## src/rtl/backend_pkg.sv

```systemverilog
// Shared definitions for the singles backend: arbiter state encoding,
// counter width and index-width helper.
package backend_pkg;

  typedef enum logic [0:0] {
    ST_IDLE  = 1'b0,
    ST_GRANT = 1'b1
  } arb_state_e;

  localparam int unsigned CNT_WIDTH = 32;

  // Width of an index into n items; never narrower than one bit.
  function automatic int unsigned idx_w(input int unsigned n);
    return (n > 1) ? $clog2(n) : 1;
  endfunction

endpackage

```

## src/rtl/singles_arbiter_rr_pick.sv

```systemverilog
// Combinational round-robin selector: first set request after 'last',
// wrapping modulo N.
module rr_pick
  import backend_pkg::*;
#(
  parameter int unsigned N = 4
) (
  input  logic [N-1:0]          req,
  input  logic [idx_w(N)-1:0]   last,
  output logic                  found,
  output logic [idx_w(N)-1:0]   idx
);

  localparam int unsigned IW = idx_w(N);

  logic [IW-1:0] cand;

  // Scan last+1, last+2, ... last+N and keep the first requester.
  always_comb begin
    found = 1'b0;
    idx   = '0;
    cand  = '0;
    for (int unsigned i = 1; i <= N; i++) begin
      cand = IW'((32'(last) + i) % N);
      if (!found && req[cand]) begin
        found = 1'b1;
        idx   = cand;
      end
    end
  end

endmodule

```

## src/rtl/singles_arbiter.sv

```systemverilog
// Round-robin merge of NMODULES frontend singles streams into one
// registered output towards the ethernet tx fifo, with bounded bursts
// and per-stream saturating word counters.
module singles_arbiter
  import backend_pkg::*;
#(
  parameter int unsigned NMODULES  = 4,
  parameter int unsigned LENGTH    = 128,
  parameter int unsigned BURST_MAX = 16
) (
  input  logic                          clk,
  input  logic                          rst_n,
  input  logic [NMODULES-1:0]           en_mask,
  input  logic [NMODULES-1:0]           in_valid,
  output logic [NMODULES-1:0]           in_ready,
  input  logic [LENGTH*NMODULES-1:0]    in_data,
  output logic                          out_valid,
  input  logic                          out_ready,
  output logic [LENGTH-1:0]             out_data,
  output logic [idx_w(NMODULES)-1:0]    out_src,
  input  logic                          cnt_clear,
  input  logic [idx_w(NMODULES)-1:0]    cnt_sel,
  output logic [CNT_WIDTH-1:0]          cnt_value,
  output logic                          busy
);

  localparam int unsigned IW = idx_w(NMODULES);
  localparam int unsigned BW = $clog2(BURST_MAX + 1);

  arb_state_e                          state;
  logic [IW-1:0]                       grant;
  logic [IW-1:0]                       last_grant;
  logic [BW-1:0]                       burst_cnt;
  logic [NMODULES-1:0][CNT_WIDTH-1:0]  cnt_q;
  logic [NMODULES-1:0][CNT_WIDTH-1:0]  cnt_d;

  logic [NMODULES-1:0]  elig_c;
  logic                 pick_found_c;
  logic [IW-1:0]        pick_idx_c;
  logic                 grant_ok_c;
  logic [LENGTH-1:0]    grant_data_c;
  logic                 accept_c;
  logic                 xfer_c;
  logic                 burst_last_c;
  logic [CNT_WIDTH-1:0] sel_cnt_c;

  assign elig_c = in_valid & en_mask;

  rr_pick #(
    .N (NMODULES)
  ) u_rr_pick (
    .req   (elig_c),
    .last  (last_grant),
    .found (pick_found_c),
    .idx   (pick_idx_c)
  );

  // Eligibility and payload of the currently granted stream.
  always_comb begin
    grant_ok_c   = 1'b0;
    grant_data_c = '0;
    for (int unsigned k = 0; k < NMODULES; k++) begin
      if (grant == IW'(k)) begin
        grant_ok_c   = elig_c[k];
        grant_data_c = in_data[k*LENGTH +: LENGTH];
      end
    end
  end

  // Output register can take a word when empty or draining this cycle.
  assign accept_c     = ~out_valid | out_ready;
  assign xfer_c       = rst_n && (state == ST_GRANT) && grant_ok_c && accept_c;
  assign burst_last_c = (burst_cnt == BW'(BURST_MAX - 1));

  // Pop strobe back to the granted stream fifo only.
  always_comb begin
    in_ready = '0;
    for (int unsigned k = 0; k < NMODULES; k++) begin
      in_ready[k] = xfer_c && (grant == IW'(k));
    end
  end

  // Arbitration FSM: pick in IDLE, stream a bounded burst in GRANT.
  always_ff @(posedge clk) begin
    if (!rst_n) begin
      state      <= ST_IDLE;
      busy       <= 1'b0;
      grant      <= '0;
      last_grant <= IW'(NMODULES - 1);
      burst_cnt  <= '0;
    end else begin
      case (state)
        ST_IDLE: begin
          if (pick_found_c) begin
            state     <= ST_GRANT;
            busy      <= 1'b1;
            grant     <= pick_idx_c;
            burst_cnt <= '0;
          end
        end
        ST_GRANT: begin
          if (xfer_c) begin
            burst_cnt <= burst_cnt + BW'(1);
          end
          // Backpressure alone holds the grant; source loss or a full burst releases it.
          if (!grant_ok_c || (xfer_c && burst_last_c)) begin
            state      <= ST_IDLE;
            busy       <= 1'b0;
            last_grant <= grant;
          end
        end
        default: begin
          state <= ST_IDLE;
          busy  <= 1'b0;
        end
      endcase
    end
  end

  // Output word register; holds while stalled, empties when drained.
  always_ff @(posedge clk) begin
    if (!rst_n) begin
      out_valid <= 1'b0;
      out_data  <= '0;
      out_src   <= '0;
    end else if (xfer_c) begin
      out_valid <= 1'b1;
      out_data  <= grant_data_c;
      out_src   <= grant;
    end else if (out_ready) begin
      out_valid <= 1'b0;
    end
  end

  // Next counter values: clear wins, otherwise saturating increment.
  always_comb begin
    cnt_d = cnt_q;
    if (cnt_clear) begin
      cnt_d = '0;
    end else begin
      for (int unsigned k = 0; k < NMODULES; k++) begin
        if (xfer_c && (grant == IW'(k)) && (cnt_q[k] != '1)) begin
          cnt_d[k] = cnt_q[k] + CNT_WIDTH'(1);
        end
      end
    end
  end

  // Counter readback mux.
  always_comb begin
    sel_cnt_c = '0;
    for (int unsigned k = 0; k < NMODULES; k++) begin
      if (cnt_sel == IW'(k)) begin
        sel_cnt_c = cnt_q[k];
      end
    end
  end

  // Counter storage and registered readback.
  always_ff @(posedge clk) begin
    if (!rst_n) begin
      cnt_q     <= '0;
      cnt_value <= '0;
    end else begin
      cnt_q     <= cnt_d;
      cnt_value <= sel_cnt_c;
    end
  end

endmodule

```

## config.mk

```make
export PLATFORM = sky130hd
export DESIGN_NAME = singles_arbiter
export DESIGN_NICKNAME = d
export VERILOG_FILES = /design/src/rtl/backend_pkg.sv /design/src/rtl/singles_arbiter_rr_pick.sv /design/src/rtl/singles_arbiter.sv
export SDC_FILE = /design/constraint.sdc
export NUM_CORES = 1
export LEC_CHECK = 0
export BUFFER_PORTS_ARGS = -buffer_cell sky130_fd_sc_hd__buf_4
export CAP_MARGIN = 20
export CORE_AREA = 3 3 267 269
export CTS_BUF_LIST = sky130_fd_sc_hd__clkbuf_4
export CTS_CLUSTER_DIAMETER = 150
export CTS_CLUSTER_SIZE = 20
export DETAILED_ROUTE_END_ITERATION = 6
export DIE_AREA = 0 0 270 272
export GPL_TIMING_DRIVEN = 0
export PLACE_DENSITY = 0.54
export SLEW_MARGIN = 5
export SYNTH_ARGS = -nofsm -noshare
export SYNTH_HDL_FRONTEND = slang
export SYNTH_SLANG_ARGS = --single-unit
export TNS_END_PERCENT = 20
```

## constraint.sdc

```tcl
create_clock -name clk -period 5.4 [get_ports clk]
set_input_delay 0.81 -clock clk [delete_from_list [all_inputs] [get_ports clk]]
set_output_delay 0.81 -clock clk [all_outputs]
set_load 0.05 [all_outputs]
```

# [Word level (Yosys, flattened, before mapping)]
# Cells that the tools add are included.
[word_totals] elab_cells=112 inputBits=526 regBits=302 out_inout_bits=168
[classes] addsub=9 n_reduce_logical=28 muxes=39 eq_ne=14 magnitude_cmp=4 bitwise=5
[op_table] operator="128-bit two-way mux" count=4
[op_table] operator="32-bit by 1-bit adder with 32-bit output (second input constant)" count=4
[op_table] operator="32-bit two-way mux" count=4
[op_table] operator="32-bit inequality test (second input constant)" count=4
[op_table] operator="1-bit two-way mux" count=18
[op_table] operator="1-bit logical AND" count=15
[op_table] operator="2-bit by 3-bit less-than comparator with 1-bit output (second input constant)" count=4
[op_table] operator="5-bit two-way mux" count=2
[op_table] operator="5-bit one-hot mux with 2 select lines" count=1
[op_table] operator="1-bit binary-select mux with 2-bit select" count=4
[op_table] operator="2-bit equality test (second input constant)" count=4
[op_table] operator="2-bit two-way mux" count=4
[op_table] operator="2-bit AND reduction" count=4
[op_table] operator="5-bit by 1-bit adder with 5-bit output (second input constant)" count=1
[op_table] operator="5-bit by 4-bit equality test with 1-bit output (second input constant)" count=1
[op_table] operator="2-bit by 1-bit adder with 2-bit output (second input constant)" count=2
[op_table] operator="2-bit adder (second input constant)" count=2
[op_table] operator="4-bit bitwise AND" count=1
[op_table] operator="2-bit by 1-bit equality test with 1-bit output (second input constant)" count=2
[op_table] operator="1-bit zero test" count=4
[op_table] operator="2-bit zero test" count=2
[op_table] operator="2-bit by 1-bit inequality test with 1-bit output (second input constant)" count=2
[op_table] operator="1-bit one-hot mux with 2 select lines" count=2
[op_table] operator="1-bit NOT" count=3
[op_table] operator="5 further kinds" count=5

# [Depth between registers and ports, before layout]
[depth] depth_word=15 ltp_mapped=10 depth_no_buf=7

# [Hierarchy]
# A second synthesis with hierarchy kept.
[unflattened] hier_cells=1775 area_unflattened_um2=16191.8
[by_module_without_submodules] mod="singles_arbiter" seq_area_each_um2=6045.8 cells_each=1761 n_inst=1 area_per_inst_um2=16100.4
[by_module_without_submodules] mod="rr_pick" seq_area_each_um2=0.0 cells_each=14 n_inst=1 area_per_inst_um2=91.3

# [Worst setup path before layout]
# OpenSTA, ideal clock, no wires.
[synth_timing] path_type="input to register" start="input port out_ready" end="register cnt_q[81] (netlist name)" t_arrival_ns=2.713 n_path_buf=2 slack_ns=2.555 required_ns=5.268 setup_time_ns=0.132 cell_stages=8 cell_sequence="nor2b_1 > or4_1 > inv_1 > o31ai_1 > clkbuf_1 > clkbuf_1 > o31ai_1 > a21oi_1"
[synth_via] elab_chain_len=4
[synth_rtl] element="start: declaration" line_no="singles_arbiter.sv:18" rtl="input logic out_ready,"
[synth_rtl] element="1-bit bitwise OR" line_no="singles_arbiter.sv:71" rtl="assign accept_c = ~out_valid | out_ready;"
[synth_rtl] element="1-bit logical AND" line_no="singles_arbiter.sv:72" rtl="assign xfer_c = rst_n && (state == ST_GRANT) && grant_ok_c && accept_c;"
[synth_rtl] element="1-bit logical AND"
[synth_rtl] element="named net in_ready[2]" line_no="singles_arbiter.sv:15" rtl="output logic [NMODULES-1:0] in_ready,"
[synth_rtl] element="1-bit logical AND" line_no="singles_arbiter.sv:142" rtl="if (xfer_c && (grant == IW'(k)) && (cnt_q[k] != '1)) begin"
[synth_rtl] element="end signal: assignment" line_no="singles_arbiter.sv:165" rtl="cnt_q <= cnt_d;"
[synth_rtl] element="end: declaration" line_no="singles_arbiter.sv:34" rtl="logic [NMODULES-1:0][CNT_WIDTH-1:0] cnt_q;"
# The timed path passes the listed nets, and every way through them passes these cells.
# A chain may end at the register's enable or synchronous reset.

# [Worst setup path after layout]
[layout_timing] start="register grant[1]" end="output port in_ready[3]"
[layout_via] elab_chain_len=8 word_cells_on_any_way=11 classes_between="eq/ne (3); mux (4); reduce/logical (4)"
[layout_rtl] element="start: declaration" line_no="singles_arbiter.sv:31" rtl="logic [IW-1:0] grant;"
[layout_rtl] element="start signal: assignment" line_no="singles_arbiter.sv:97" rtl="grant <= pick_idx_c;"
[layout_rtl] element="2-bit zero test" line_no="singles_arbiter.sv:63" rtl="if (grant == IW'(k)) begin"
[layout_rtl] element="1-bit two-way mux (4 in a row)" line_no="singles_arbiter.sv:63"
[layout_rtl] element="1-bit logical AND (2 in a row)" line_no="singles_arbiter.sv:72"
[layout_rtl] element="1-bit logical AND (*)" line_no="singles_arbiter.sv:79" rtl="in_ready[k] = xfer_c && (grant == IW'(k));"
[layout_rtl] element="end: declaration" line_no="singles_arbiter.sv:15"
# Mark *: on every way between the ends. The rest lies on a longest branch, timed or not.

==> impl_results.md <==
* Clk Latency, worst-skew pair at 0.81 ns
* Share of cells above drive strength 1 at 0.367
* Post-synth net total at 2285
* Root buffer cell: clkbuf_4
* HP Start: in_data[508]
* Power Dens Cells at 195 nW/µm²
* Nets at 3003
* Share of the synthesized area in the top cell type at 0.372
* Setup WS post-layout at 1.26 ns
* Most frequent cells after synthesis: 308 x nand2_1, 302 x dfxtp_1, 138 x a21oi_1
* Dpl hpwl at 80500 µm
* Port buffer count at 692
* Core area at 68800 µm²
* Max-slew violations at 0
* Slew @ Worst Pin at 1.13 ns
* Top Usage Layer GRT: met2
* R2R setup slack at 1.65 ns
* Row Count at 96
* I/O pin cnt at 694
* CP arrival at 3.33 ns
* Synth Area in Compound Gates at 0.183
* Setup violators final at 0
* Synth Flop Type: dfxtp_1
* Synth cell types at 56
* Hold Vio Cnt, Final at 0
* Post-synthesis mux area share at 0.199
* WHS at 0.263 ns
* Slew Limit Headroom at 0.238
* Hold Path Depth at 3
* Mapped Cells at 1753
* Num CTS Buffers at 19
* Reg clk slew, reported paths at 0.24 ns
* Number of synthesized register bits at 302
* Area Overhead vs Synth at 40.8%
* Post-synth ARST share at 0
* RR Endpoint: out_data[36]$_SDFFE_PN0P_
* Number of H-tree levels at 1
* HP Class: in -> reg
* WS Path Type: reg -> out
* CTS Buffer Depth at 3
* CP required at 4.59 ns
* Die Y at 272 µm
* Clock sinks at 302
* GR Util All Layers at 0.245
* Post-CTS sizing at 0
* Dominant combinational cell family by area after synthesis: multiplexers
* DRC violations left at 0
* Kind of end point of the critical path: primary output
* First-pass GRT wire length at 130000 µm
* Most frequent cell after synthesis: nand2_1
* Initial antenna violation count at 28
* Clock Skews at 0.0785 ns
* Synth top area cells: dfxtp_1 37%, mux4_2 16%, nand2_1 7.1%
* Die Area at 73400 µm²
* Post-synthesis cell area at 16300 µm²
* Vias per cell at 5.22
* M2 GR Usage at 0.434
* Cell taking the most area after synthesis: dfxtp_1
* Detailed-route via count at 17800
* Initial core utilization at 0.236
* Simple-gate share of the synthesized area at 0.198
* Total grt overflow at 0
* Syn_area_per_cell at 9.27 µm²
* Status: completed
* Synth warnings at 0
* Worst slack at placement at 0.876 ns
* Max Freq at 0.242 GHz
* RSZ-0062 raised after global routing: no
* CP Launch Type: flop
* DR iter-0 viols at 1520
* Largest net degree at the start of global routing at 21
* Fillers at 7277
* P_leak at 8.37 nW
* Fin crit period at 4.14 ns
* Post-cts hold buffer count at 0
* Vias in the first global route at 17400
* Max IR drop VDD at 0.105 mV
* Final GP Congestion at 1.01
* WL/cell at 27.9 µm
* Layout Utilization at 0.332
* Final ANT Viol Nets at 0
* GR Util met1 at 0.294
* Period utilization at 0.766
* CTS tree: yes
* Final wirelength at 95200 µm
* Worst-path fanout max at 10
* Xor-xnor portion of the synthesized cell area at 0.00754
* Worst Hold Path EP: out_data[124]$_SDFFE_PN0P_
* RR Startpoint: grant[1]$_SDFFE_PN0P_
* Post-CTS Setup Repair Bufs at 0
* Reg2Reg Depth at 8
* GR Util met3 at 0.0684
* Post-synth EDFFs at 0
* Register area share after synthesis at 0.372
* Setup Total Neg Slack at 0 ns
* Area share of fa/ha/maj cells after synthesis at 0.00462
* Max-cap violations at 0
* Die Wd at 270 µm
* DR pass1 iterations at 5
==> layer usage <==
layer	vias up	share of wire
met2	831	0.50
met1	8845	0.39
met4	18	0.022
met5	-	0.0012
li1	8061	-
met3	93	0.092
==> critical path, stage by stage, from the launching register on <==
cell,delay [ns]
dfxtp_1,0.36
clkbuf_1,0.67
and4_1,0.35
nand4_1,0.46
inv_1,0.43
buf_4,0.27
==> power breakdown <==
part	internal (mW)	switching [mW]	leakage (nW)	total (mW)
combinational	0.564	0.607	5.83	1.17
sequential	2.27	0.0271	2.44	2.30
clock	0.187	0.806	0.110	0.994
==> how the worst max path moves through the flow <==
stage                          startpoint                        end  slack [ns]  cells after the start
finish              grant[1]$_SDFFE_PN0P_                in_ready[3]        1.26                      5
global route        grant[1]$_SDFFE_PN0P_                in_ready[3]        1.05                      5
CTS                 grant[1]$_SDFFE_PN0P_  out_data[29]$_SDFFE_PN0P_        0.81                      7
detailed placement  grant[1]$_SDFFE_PN0P_  out_data[29]$_SDFFE_PN0P_        0.88                      7
global placement    grant[1]$_SDFFE_PN0P_  out_data[29]$_SDFFE_PN0P_        0.90                      7
floorplan                       out_ready     cnt_q[81]$_SDFFE_PP0P_        2.56                      8
==> cells by family after synthesis <==
| group | after synthesis |
|---|---|
| buffers and inverters | 154 |
| AO/OA/AOI/OAI | 456 |
| XOR/XNOR | 14 |
| AND/OR/NAND/NOR | 645 |
| flip-flops | 302 |
| multiplexers | 176 |
| adder cells (fa/ha/maj) | 6 |
==> layout make-up <==
| cell class | instances | area, µm² | area share |
|---|---|---|---|
| Clock inverter | 3 | 21.3 | 0.000929 |
| Timing Repair Buffer | 697 | 5250 | 0.229 |
| Inverter | 22 | 82.6 | 0.00361 |
| Buffer | 132 | 503 | 0.0220 |
| Tap cell | 931 | 1160 | 0.0509 |
| Multi-Input combinational cell | 1297 | 9630 | 0.421 |
| Sequential cell | 302 | 6050 | 0.264 |
| Antenna cell | 13 | 32.5 | 0.00142 |
| Clock buffer | 21 | 158 | 0.00689 |
==> per-stage QoR <==
| stage | power [mW] | area [µm²] | instances |
|---|---|---|---|
| global route | 4.64 | 22900 | 3414 |
| floorplan | 2.90 | 16300 | 1753 |
| CTS | 4.53 | 22800 | 3403 |
| finish | 4.46 | 22900 | 3418 |
| global placement | 3.50 | 22600 | 3376 |
| detailed placement | 3.51 | 22700 | 3379 |
==> placed cells by master, fill, tap and decap left out, types with 6 or more instances in the layout <==
master    count
mux2i_1      15
and4_1       15
nand2_1     308
o221ai_1     48
buf_4       692
diode_2      13
or3_1        40
mux2_2       48
o31ai_1      47
or4_1        54
nand3_1      43
inv_1        22
xnor2_1       9
ha_1          6
a31o_2        9
dfxtp_1     302
a21boi_0     83
clkbuf_4     21
and3_1       16
buf_1        14
o211ai_1      8
clkbuf_1    112
buf_2         8
o21ai_0      88
nor3_1       12
a31oi_1       6
nor4_1       15
and2_1       38
nor2_1       40
mux4_2      113
nand4_1      32
a21oi_1     138
nand2b_1     15
==> sequential cells by signal, indices dropped and copies added, names as in the netlist <==
signal	cells
burst_cnt	5
busy	1
cnt_q	128
cnt_value	32
grant	2
last_grant	2
out_data	128
out_src	2
out_valid	1
state	1
No activity file was read; power rests on OpenSTA's default activity.
